--- src/rtl/op_mode_scheduler.sv ---
// op_mode_scheduler
//   Sequences datapath mode changes (OP_MODE, STM_GAIN_MODE) so they only take
//   effect between 40 kHz frames. A request is captured into shadow registers.
//   The block then waits for a frame trigger, and optionally for a matching STM
//   finish index. It lets the pipeline emit all DEPTH samples of that frame
//   and then commits. A timeout forces the commit if the sequence stalls.
//
//   Ports
//     CLK_L               pipeline clock, rising edge
//     RST_N               asynchronous active-low reset
//     REQ                 one-cycle request strobe, REQ_* sampled with it
//     REQ_OP_MODE         requested OP_MODE (0 normal, 1 STM)
//     REQ_STM_GAIN_MODE   requested STM_GAIN_MODE
//     REQ_USE_FINISH_IDX  switch only at a trigger where STM_IDX == REQ_FINISH_IDX
//     REQ_FINISH_IDX      STM index at which switching is allowed
//     TRIG_40KHZ          frame-start strobe
//     DIN_VALID           one pulse per transducer sample leaving the mux
//     STM_IDX             current STM index
//     OP_MODE             committed operating mode
//     STM_GAIN_MODE       committed STM gain mode
//     BUSY                request pending
//     DONE                one-cycle pulse on commit
//     TIMED_OUT           one-cycle pulse with DONE when the commit was forced
module op_mode_scheduler #(
    parameter int unsigned DEPTH          = 249,
    parameter int unsigned TIMEOUT_CYCLES = 65535
) (
    input  logic        CLK_L,
    input  logic        RST_N,
    input  logic        REQ,
    input  logic        REQ_OP_MODE,
    input  logic        REQ_STM_GAIN_MODE,
    input  logic        REQ_USE_FINISH_IDX,
    input  logic [15:0] REQ_FINISH_IDX,
    input  logic        TRIG_40KHZ,
    input  logic        DIN_VALID,
    input  logic [15:0] STM_IDX,
    output logic        OP_MODE,
    output logic        STM_GAIN_MODE,
    output logic        BUSY,
    output logic        DONE,
    output logic        TIMED_OUT
);

    typedef enum logic [1:0] {
        ST_IDLE,
        ST_WAIT_TRIG,
        ST_DRAIN
    } state_e;

    localparam logic [8:0]  VCNT_LAST = 9'(DEPTH - 1);
    localparam logic [19:0] TCNT_LAST = 20'(TIMEOUT_CYCLES - 1);

    state_e      state_q;
    logic        op_mode_q;
    logic        gain_q;
    logic        busy_q;
    logic        done_q;
    logic        timed_out_q;
    logic        sh_op_mode_q;
    logic        sh_gain_q;
    logic        sh_use_idx_q;
    logic [15:0] sh_idx_q;
    logic [8:0]  vcnt_q;
    logic [19:0] tcnt_q;

    logic tmo_hit;
    logic last_valid;
    logic trig_ok;

    // tcnt_q holds the number of pending edges already elapsed, so reaching
    // TCNT_LAST puts DONE exactly TIMEOUT_CYCLES cycles after BUSY rose.
    assign tmo_hit    = (tcnt_q == TCNT_LAST);
    assign last_valid = DIN_VALID && (vcnt_q == VCNT_LAST);
    // The finish index only gates the switch while currently in STM mode.
    assign trig_ok    = !(sh_use_idx_q && op_mode_q && (STM_IDX != sh_idx_q));

    always_ff @(posedge CLK_L or negedge RST_N) begin
        if (!RST_N) begin
            state_q      <= ST_IDLE;
            op_mode_q    <= 1'b0;
            gain_q       <= 1'b0;
            busy_q       <= 1'b0;
            done_q       <= 1'b0;
            timed_out_q  <= 1'b0;
            sh_op_mode_q <= 1'b0;
            sh_gain_q    <= 1'b0;
            sh_use_idx_q <= 1'b0;
            sh_idx_q     <= '0;
            vcnt_q       <= '0;
            tcnt_q       <= '0;
        end else begin
            done_q      <= 1'b0;
            timed_out_q <= 1'b0;
            case (state_q)
                ST_IDLE: begin
                    if (REQ) begin
                        sh_op_mode_q <= REQ_OP_MODE;
                        sh_gain_q    <= REQ_STM_GAIN_MODE;
                        sh_use_idx_q <= REQ_USE_FINISH_IDX;
                        sh_idx_q     <= REQ_FINISH_IDX;
                        busy_q       <= 1'b1;
                        tcnt_q       <= '0;
                        vcnt_q       <= '0;
                        state_q      <= ST_WAIT_TRIG;
                    end
                end
                ST_WAIT_TRIG: begin
                    if (tmo_hit) begin
                        op_mode_q   <= sh_op_mode_q;
                        gain_q      <= sh_gain_q;
                        busy_q      <= 1'b0;
                        done_q      <= 1'b1;
                        timed_out_q <= 1'b1;
                        state_q     <= ST_IDLE;
                    end else begin
                        tcnt_q <= tcnt_q + 20'd1;
                        // A DIN_VALID on the entering trigger is not counted.
                        if (TRIG_40KHZ && trig_ok) begin
                            vcnt_q  <= '0;
                            state_q <= ST_DRAIN;
                        end
                    end
                end
                ST_DRAIN: begin
                    if (tmo_hit || last_valid) begin
                        op_mode_q   <= sh_op_mode_q;
                        gain_q      <= sh_gain_q;
                        busy_q      <= 1'b0;
                        done_q      <= 1'b1;
                        timed_out_q <= tmo_hit;
                        state_q     <= ST_IDLE;
                    end else begin
                        tcnt_q <= tcnt_q + 20'd1;
                        if (DIN_VALID) begin
                            vcnt_q <= vcnt_q + 9'd1;
                        end
                    end
                end
                default: begin
                    state_q <= ST_IDLE;
                end
            endcase
        end
    end

    assign OP_MODE       = op_mode_q;
    assign STM_GAIN_MODE = gain_q;
    assign BUSY          = busy_q;
    assign DONE          = done_q;
    assign TIMED_OUT     = timed_out_q;

endmodule

--- config.mk ---
export PLATFORM = sky130hd
export DESIGN_NAME = op_mode_scheduler
export DESIGN_NICKNAME = d
export VERILOG_FILES = /design/src/rtl/op_mode_scheduler.sv
export SDC_FILE = /design/constraint.sdc
export NUM_CORES = 1
export LEC_CHECK = 0
export CORE_ASPECT_RATIO = 0.9
export CORE_MARGIN = 2
export CORE_UTILIZATION = 56
export DETAILED_ROUTE_END_ITERATION = 8
export PLACE_DENSITY = 0.82
export SYNTH_ARGS = -nofsm -noshare
export SYNTH_HDL_FRONTEND = slang
export SYNTH_SLANG_ARGS = --single-unit
--- constraint.sdc ---
create_clock -name CLK_L -period 3.4 [get_ports CLK_L]
set_input_delay 0.51 -clock CLK_L [delete_from_list [all_inputs] [get_ports CLK_L]]
set_output_delay 0.51 -clock CLK_L [all_outputs]
set_load 0.1 [all_outputs]
==> flow_summary.ini, run 1 <==
[status]
outcome = complete, no violations

[routing]
wl_met3_um = 368
via_count = 2508
drt_wl_total_mm = 6.37
viasPerCell = 5.87
drtIter0Drc = 191
drc_errors = 0
drt-met1-wl_mm = 2.89
dr.max_layer_used = met4
drt_pass1_iterations = 5
avgRoutedWirePerCell_um = 14.9
drtAntennaViolNets = 0
wl_met2_mm = 3.06

[worst_setup_path]
crit_start = state_q[0]
critPathKind = reg -> reg
startpoint_type = register
critPathBufInv = 2
crit_arrival_ns = 2.78
rr_startpoint = state_q[0]
crit_slowest_cell = a211o_2
r2r_cells = 7
cp_slowest_stage_delay_ns = 0.57
cp_cell_sequence = inv_1 > ha_1 > inv_1 > nand2_1 > a211o_2 > or4_1 > o311ai_0
critical-path-top-delay-family = compound AO/OA/AOI/OAI gates
worst_r2r_endpoint = vcnt_q[0]
required_ns = 3.59
crit_path_max_fanout = 31
cp-end-kind = register
crit_top_cell = inv_1
r2r_setup_slack_ns = 0.81

[synth]
ys_seq_area_frac = 0.440
synth_top_area_frac = 0.440
synth_cells = 316
synthTopCellsByArea = dfrtp_1 (44%), mux2_2 (7.9%), nand2_1 (4.7%)
ys_seq_elements = 55
yosysMostFrequentCell = dfrtp_1
synth_edf_count = 0
ys_types = 47
ys.flop_type = dfrtp_1
yosys.area.top_type = dfrtp_1
synth_area_per_cell_sq_um = 9.89
syn-num-nets = 364
synth_commonest_cells = dfrtp_1 (55), nand2_1 (39), mux2_2 (22)
synthArstFlopShare = 1.00
yosys_warnings = 0
syn_area_sq_um = 3130

[placed_design]
hpwlAfterDp_mm = 4.72
place.gp.congestion = 0.805
numPortBuffers = 44

[timing]
worst_slew_pin_slew_ns = 0.971
finalCritPeriodShare = 0.762
setup_viol = 0
slew_headroom = 0.350
hold_violations = 0
clock-skew-final_ns = 0.00922
drv_slew = 0
fin_setup_tns_ns = 0
rsz0062_at_grt = false
max_freq_ghz = 0.386
period_minus_slack_ns = 2.59

[power]
p_int_mw = 0.952
total_power_mw = 1.26
ir_worst_vdd_mv = 0.238
p_leak_nw = 1.65
power_frac_comb = 0.111
switching_share = 0.242
power.share.clock = 0.318
power_density_nw_per_um2 = 339
switching_power_mw = 0.305
power_frac_seq = 0.572

[cts]
worstSkewPairLatency_ns = 0.31
clock-sinks = 55
post_cts_buffers = 0
h-tree-depth = 2
cts_root_buf = clkbuf_8
cts_inserted_buffers = 5
cts_tree = built
clockBufferDepth = 2
cts_hold_buffers = 0
cts_resized = 0
path_clk_slew_ns = 0.10

[cells_and_area]
area_growth_pct = 18.6
final_layout_size_suffix_gt1_frac = 0.142
diodes = 0
nNetsFinal = 407

[worst_hold_path]
hp-class = in -> async

[floorplan]
io_pins = 45
die_h_um = 74.9
coreArea_sq_um = 5320
die_x_um = 82.8
dieArea_sq_um = 6200
initial_core_util = 0.588
rows = 25

[global_routing]
grt_use_total = 0.233
overflow = 0
grt_max_degree = 36
grt_pass1_wl_mm = 11.1
antenna_found_initial = 0
grt_pass1_vias = 2472

[flow_run]
maxCapViolations = 0
how the worst max path moves through the flow:
stage | end | slack, ns | depth (start not counted)
after floorplan | vcnt_q[6] | 1.39 | 9
after global placement | vcnt_q[2] | 0.68 | 7
after detailed placement | vcnt_q[4] | 0.60 | 7
after CTS | vcnt_q[0] | 0.80 | 7
after global routing | vcnt_q[2] | 0.56 | 7
final | vcnt_q[0] | 0.81 | 7
per-layer routing:
metal / up-vias / GRT usage
met2: 65 / 0.381
met1: 1209 / 0.308
met3: 7 / 0.0624
met5: - / 0
met4: 0 / 0.0638
li1: 1227 / -
state kept, by name (all words and copies together) (netlist names):
signal	cells
tcnt_q	20
sh_idx_q	16
vcnt_q	9
state_q	2
BUSY	1
DONE	1
OP_MODE	1
STM_GAIN_MODE	1
TIMED_OUT	1
sh_gain_q	1
sh_op_mode_q	1
sh_use_idx_q	1
through the flow:
step                cell area, sq um   util  hold slack [ns]  instances  worst slack (ns)
finish                          3710  0.697            0.265        427             0.809
global route                    3710  0.697            0.321        427             0.564
CTS                             3710  0.697            0.299        427             0.795
detailed placement              3610  0.679            0.492        419             0.602
global placement                3610  0.679            0.486        419             0.684
floorplan                       3130      -            0.214        316              1.39
power groups by stage:
stage	clock network [mW]	logic, mW	registers [mW]
floorplan	0	0.0653	0.721
global placement	0	0.133	0.728
detailed placement	0	0.141	0.730
CTS	0.401	0.141	0.718
global route	0.432	0.153	0.725
finish	0.399	0.139	0.719
final cells by class:
type,instances,area (sq um)
clock buffer,8,100
fill,429,1610
inverter,15,56.3
multi-input combinational,235,1630
sequential,55,1380
tap,67,83.8
timing repair buffer,47,458
kinds of logic (layout without fill, tap and decap cells):
kind of cell,count (synthesis),in the layout,synth area share
compound gates,68,68,0.159
mux,22,22,0.0792
simple gates,121,121,0.207
buf+inv,26,70,0.0372
xor+xnor,16,16,0.0448
flops,55,55,0.440
fa+ha+maj,8,8,0.0320
cells in the final DEF (no fill, tap or decap), types with 2 or more instances in the layout:
cell	instances
nand3_1	20
o22ai_1	7
or3_1	3
inv_1	15
a211oi_1	2
clkbuf_8	7
nand2b_1	6
nand4_1	7
xnor2_1	16
o21ai_0	19
a32o_1	7
a22o_1	12
dfrtp_1	55
or4_1	2
and3_1	3
o21ai_1	2
a21oi_1	5
nand2_1	39
or2_2	8
and2_1	2
buf_4	3
o31ai_1	2
nor3_1	7
mux2_2	22
nor4_2	2
a41o_1	3
ha_1	8
nor4_1	2
nor2_1	13
clkdlybuf4s50_1	43
No activity file was read; power rests on OpenSTA's default activity.
==> inputs of run 2 (changes only) <==
--- a/config.mk
+++ b/config.mk
@@ -7,9 +7,9 @@
 export LEC_CHECK = 0
 export CORE_ASPECT_RATIO = 0.9
 export CORE_MARGIN = 2
-export CORE_UTILIZATION = 56
+export CORE_UTILIZATION = 55
 export DETAILED_ROUTE_END_ITERATION = 8
-export PLACE_DENSITY = 0.82
+export PLACE_DENSITY = 0.81
 export SYNTH_ARGS = -nofsm -noshare
 export SYNTH_HDL_FRONTEND = slang
 export SYNTH_SLANG_ARGS = --single-unit
==> constraint.sdc (replaced) <==
create_clock -name CLK_L -period 2.5 [get_ports CLK_L]
set_input_delay 0.375 -clock CLK_L [delete_from_list [all_inputs] [get_ports CLK_L]]
set_output_delay 0.375 -clock CLK_L [all_outputs]
set_load 0.1 [all_outputs]
==> flow_summary.ini, run 2 (synthesis results as in run 1) <==
[status]
outcome = complete, no violations

[power]
total_power_mw = 1.85
p_int_mw = 1.44
power_frac_seq = 0.526
p_leak_nw = 1.70
power.share.clock = 0.374
power_frac_comb = 0.100
switching_share = 0.223
power_density_nw_per_um2 = 489
switching_power_mw = 0.413
ir_worst_vdd_mv = 0.349

[placed_design]
hpwlAfterDp_mm = 4.40
numPortBuffers = 44
dpl_worst_slack_ns = 0.0505
place.gp.congestion = 0.863

[cells_and_area]
final_common_cell = dfrtp_1
reg_top3 = tcnt_q x20, sh_idx_q x16, vcnt_q x9
largest_register_ffs = 20
nNetsFinal = 413
largest_register = tcnt_q
diodes = 0
final_layout_size_suffix_gt1_frac = 0.169
register_area_sq_um = 1380
multi_input_area_sq_um = 1630
layout_common_cells = dfrtp_1 (55), nand2_1 (39), clkdlybuf4s50_1 (38), mux2_2 (22), nand3_1 (20)
area_growth_pct = 21.2
n_fill_cell = 447

[worst_setup_path]
critPathKind = reg -> reg
cp_slowest_stage_delay_ns = 0.44
rr_startpoint = state_q[0]
crit_arrival_ns = 2.37
r2r_setup_slack_ns = 0.32
r2r_cells = 7
crit_start = state_q[0]
crit_top_cell = inv_1
worst_r2r_endpoint = vcnt_q[0]
startpoint_type = register
cp-end-kind = register
crit_slowest_cell = dfrtp_1
cp_cell_sequence = inv_1 > ha_1 > inv_1 > nand2_1 > a211o_2 > or4_1 > o311ai_0
crit_path_max_fanout = 6
required_ns = 2.69

[timing]
setup_ws_ns = 0.317
finalCritPeriodShare = 0.873
period_minus_slack_ns = 2.18
max_freq_ghz = 0.458
hold_violations = 0
clock-skew-final_ns = 0.00785
slew_headroom = 0.534
worst_slew_pin_slew_ns = 0.698
rsz0062_at_grt = false
whs_ns = 0.158
drv_slew = 0
fin_setup_tns_ns = 0
setup_viol = 0

[cts]
cts_hold_buffers = 0
path_clk_slew_ns = 0.10
worstSkewPairLatency_ns = 0.31
cts_root_buf = clkbuf_8
cts_resized = 0
clock-sinks = 55
h-tree-depth = 2
cts_tree = built
cts_inserted_buffers = 5
post_cts_buffers = 0
clockBufferDepth = 2

[flow_run]
maxCapViolations = 0

[global_routing]
grt_use_total = 0.207
antenna_found_initial = 0
grt_pass1_vias = 2320
grt_max_degree = 56
overflow = 0
grt_pass1_wl_mm = 10.6

[routing]
drc_errors = 0
drtAntennaViolNets = 0
drtIter0Drc = 175
drt_wl_total_mm = 6.36
via_count = 2564
drt_pass1_iterations = 4
avgRoutedWirePerCell_um = 14.6
viasPerCell = 5.88

[worst_hold_path]
hp-class = in -> async

[floorplan]
die_x_um = 83.5
coreArea_sq_um = 5600
initial_core_util = 0.559
die_h_um = 75.5
io_pins = 45
rows = 26
dieArea_sq_um = 6300
[run 2: cell types whose count changed in the layout (fill, tap and decap cells not counted)]
cell / change
buf_12: +1
clkbuf_8: -2
clkdlybuf4s50_1: -5
bufinv_16: +2
buf_4: +10
[run 2: area by class of cell]
cell class,instances,share of cell area
Clock buffer,6,0.0191
Clock inverter,2,0.0158
Inverter,15,0.0149
Multi-Input combinational cell,235,0.431
Sequential cell,55,0.363
Tap cell,70,0.0231
Timing Repair Buffer,53,0.133
[run 2: power groups by stage]
stage	Sequential [mW]	Combinational (mW)	Clock, mW
after CTS	0.974	0.188	0.705
after global routing	0.985	0.208	0.734
after global placement	0.990	0.179	0
after floorplan	0.981	0.0889	0
final	0.975	0.185	0.694
after detailed placement	0.990	0.187	0
[run 2: metal layers]
| metal | wire length [um] | global-route usage | vias up | part of all wire |
|---|---|---|---|---|
| li1 | - | - | 1244 | - |
| met1 | 2890 | 0.269 | 1211 | 0.45 |
| met2 | 2900 | 0.351 | 102 | 0.46 |
| met3 | 505 | 0.0563 | 7 | 0.079 |
| met4 | 60 | 0.0591 | 0 | 0.0094 |
| met5 | 0 | 0 | - | 0 |
[run 2: worst max path at each step]
stage	to
after global placement	vcnt_q[0]
after floorplan	vcnt_q[6]
after CTS	vcnt_q[0]
after global routing	vcnt_q[0]
final	vcnt_q[0]
after detailed placement	vcnt_q[0]
[run 2: worst max-delay path, delay by kind of cell, from the launching register on]
kind | cells | cell delay [ns]
simple gates | 2 | 0.55
compound gates | 2 | 0.52
flops | 1 | 0.44
fa+ha+maj | 1 | 0.30
buf+inv | 2 | 0.26
[run 2: metrics by stage]
| step | util | cell area [sq um] | cells |
|---|---|---|---|
| floorplan | - | 3130 | 316 |
| global placement | 0.654 | 3660 | 428 |
| detailed placement | 0.654 | 3660 | 428 |
| CTS | 0.677 | 3790 | 436 |
| global route | 0.677 | 3790 | 436 |
| finish | 0.677 | 3790 | 436 |
==> inputs of run 3 (changes only) <==
--- a/config.mk
+++ b/config.mk
@@ -10,6 +10,7 @@
 export CORE_UTILIZATION = 55
 export DETAILED_ROUTE_END_ITERATION = 8
 export PLACE_DENSITY = 0.81
+export SLEW_MARGIN = 5
 export SYNTH_ARGS = -nofsm -noshare
 export SYNTH_HDL_FRONTEND = slang
 export SYNTH_SLANG_ARGS = --single-unit
==> results of run 3 <==
Final layout, timing and power as in run 2 (identical DEF).
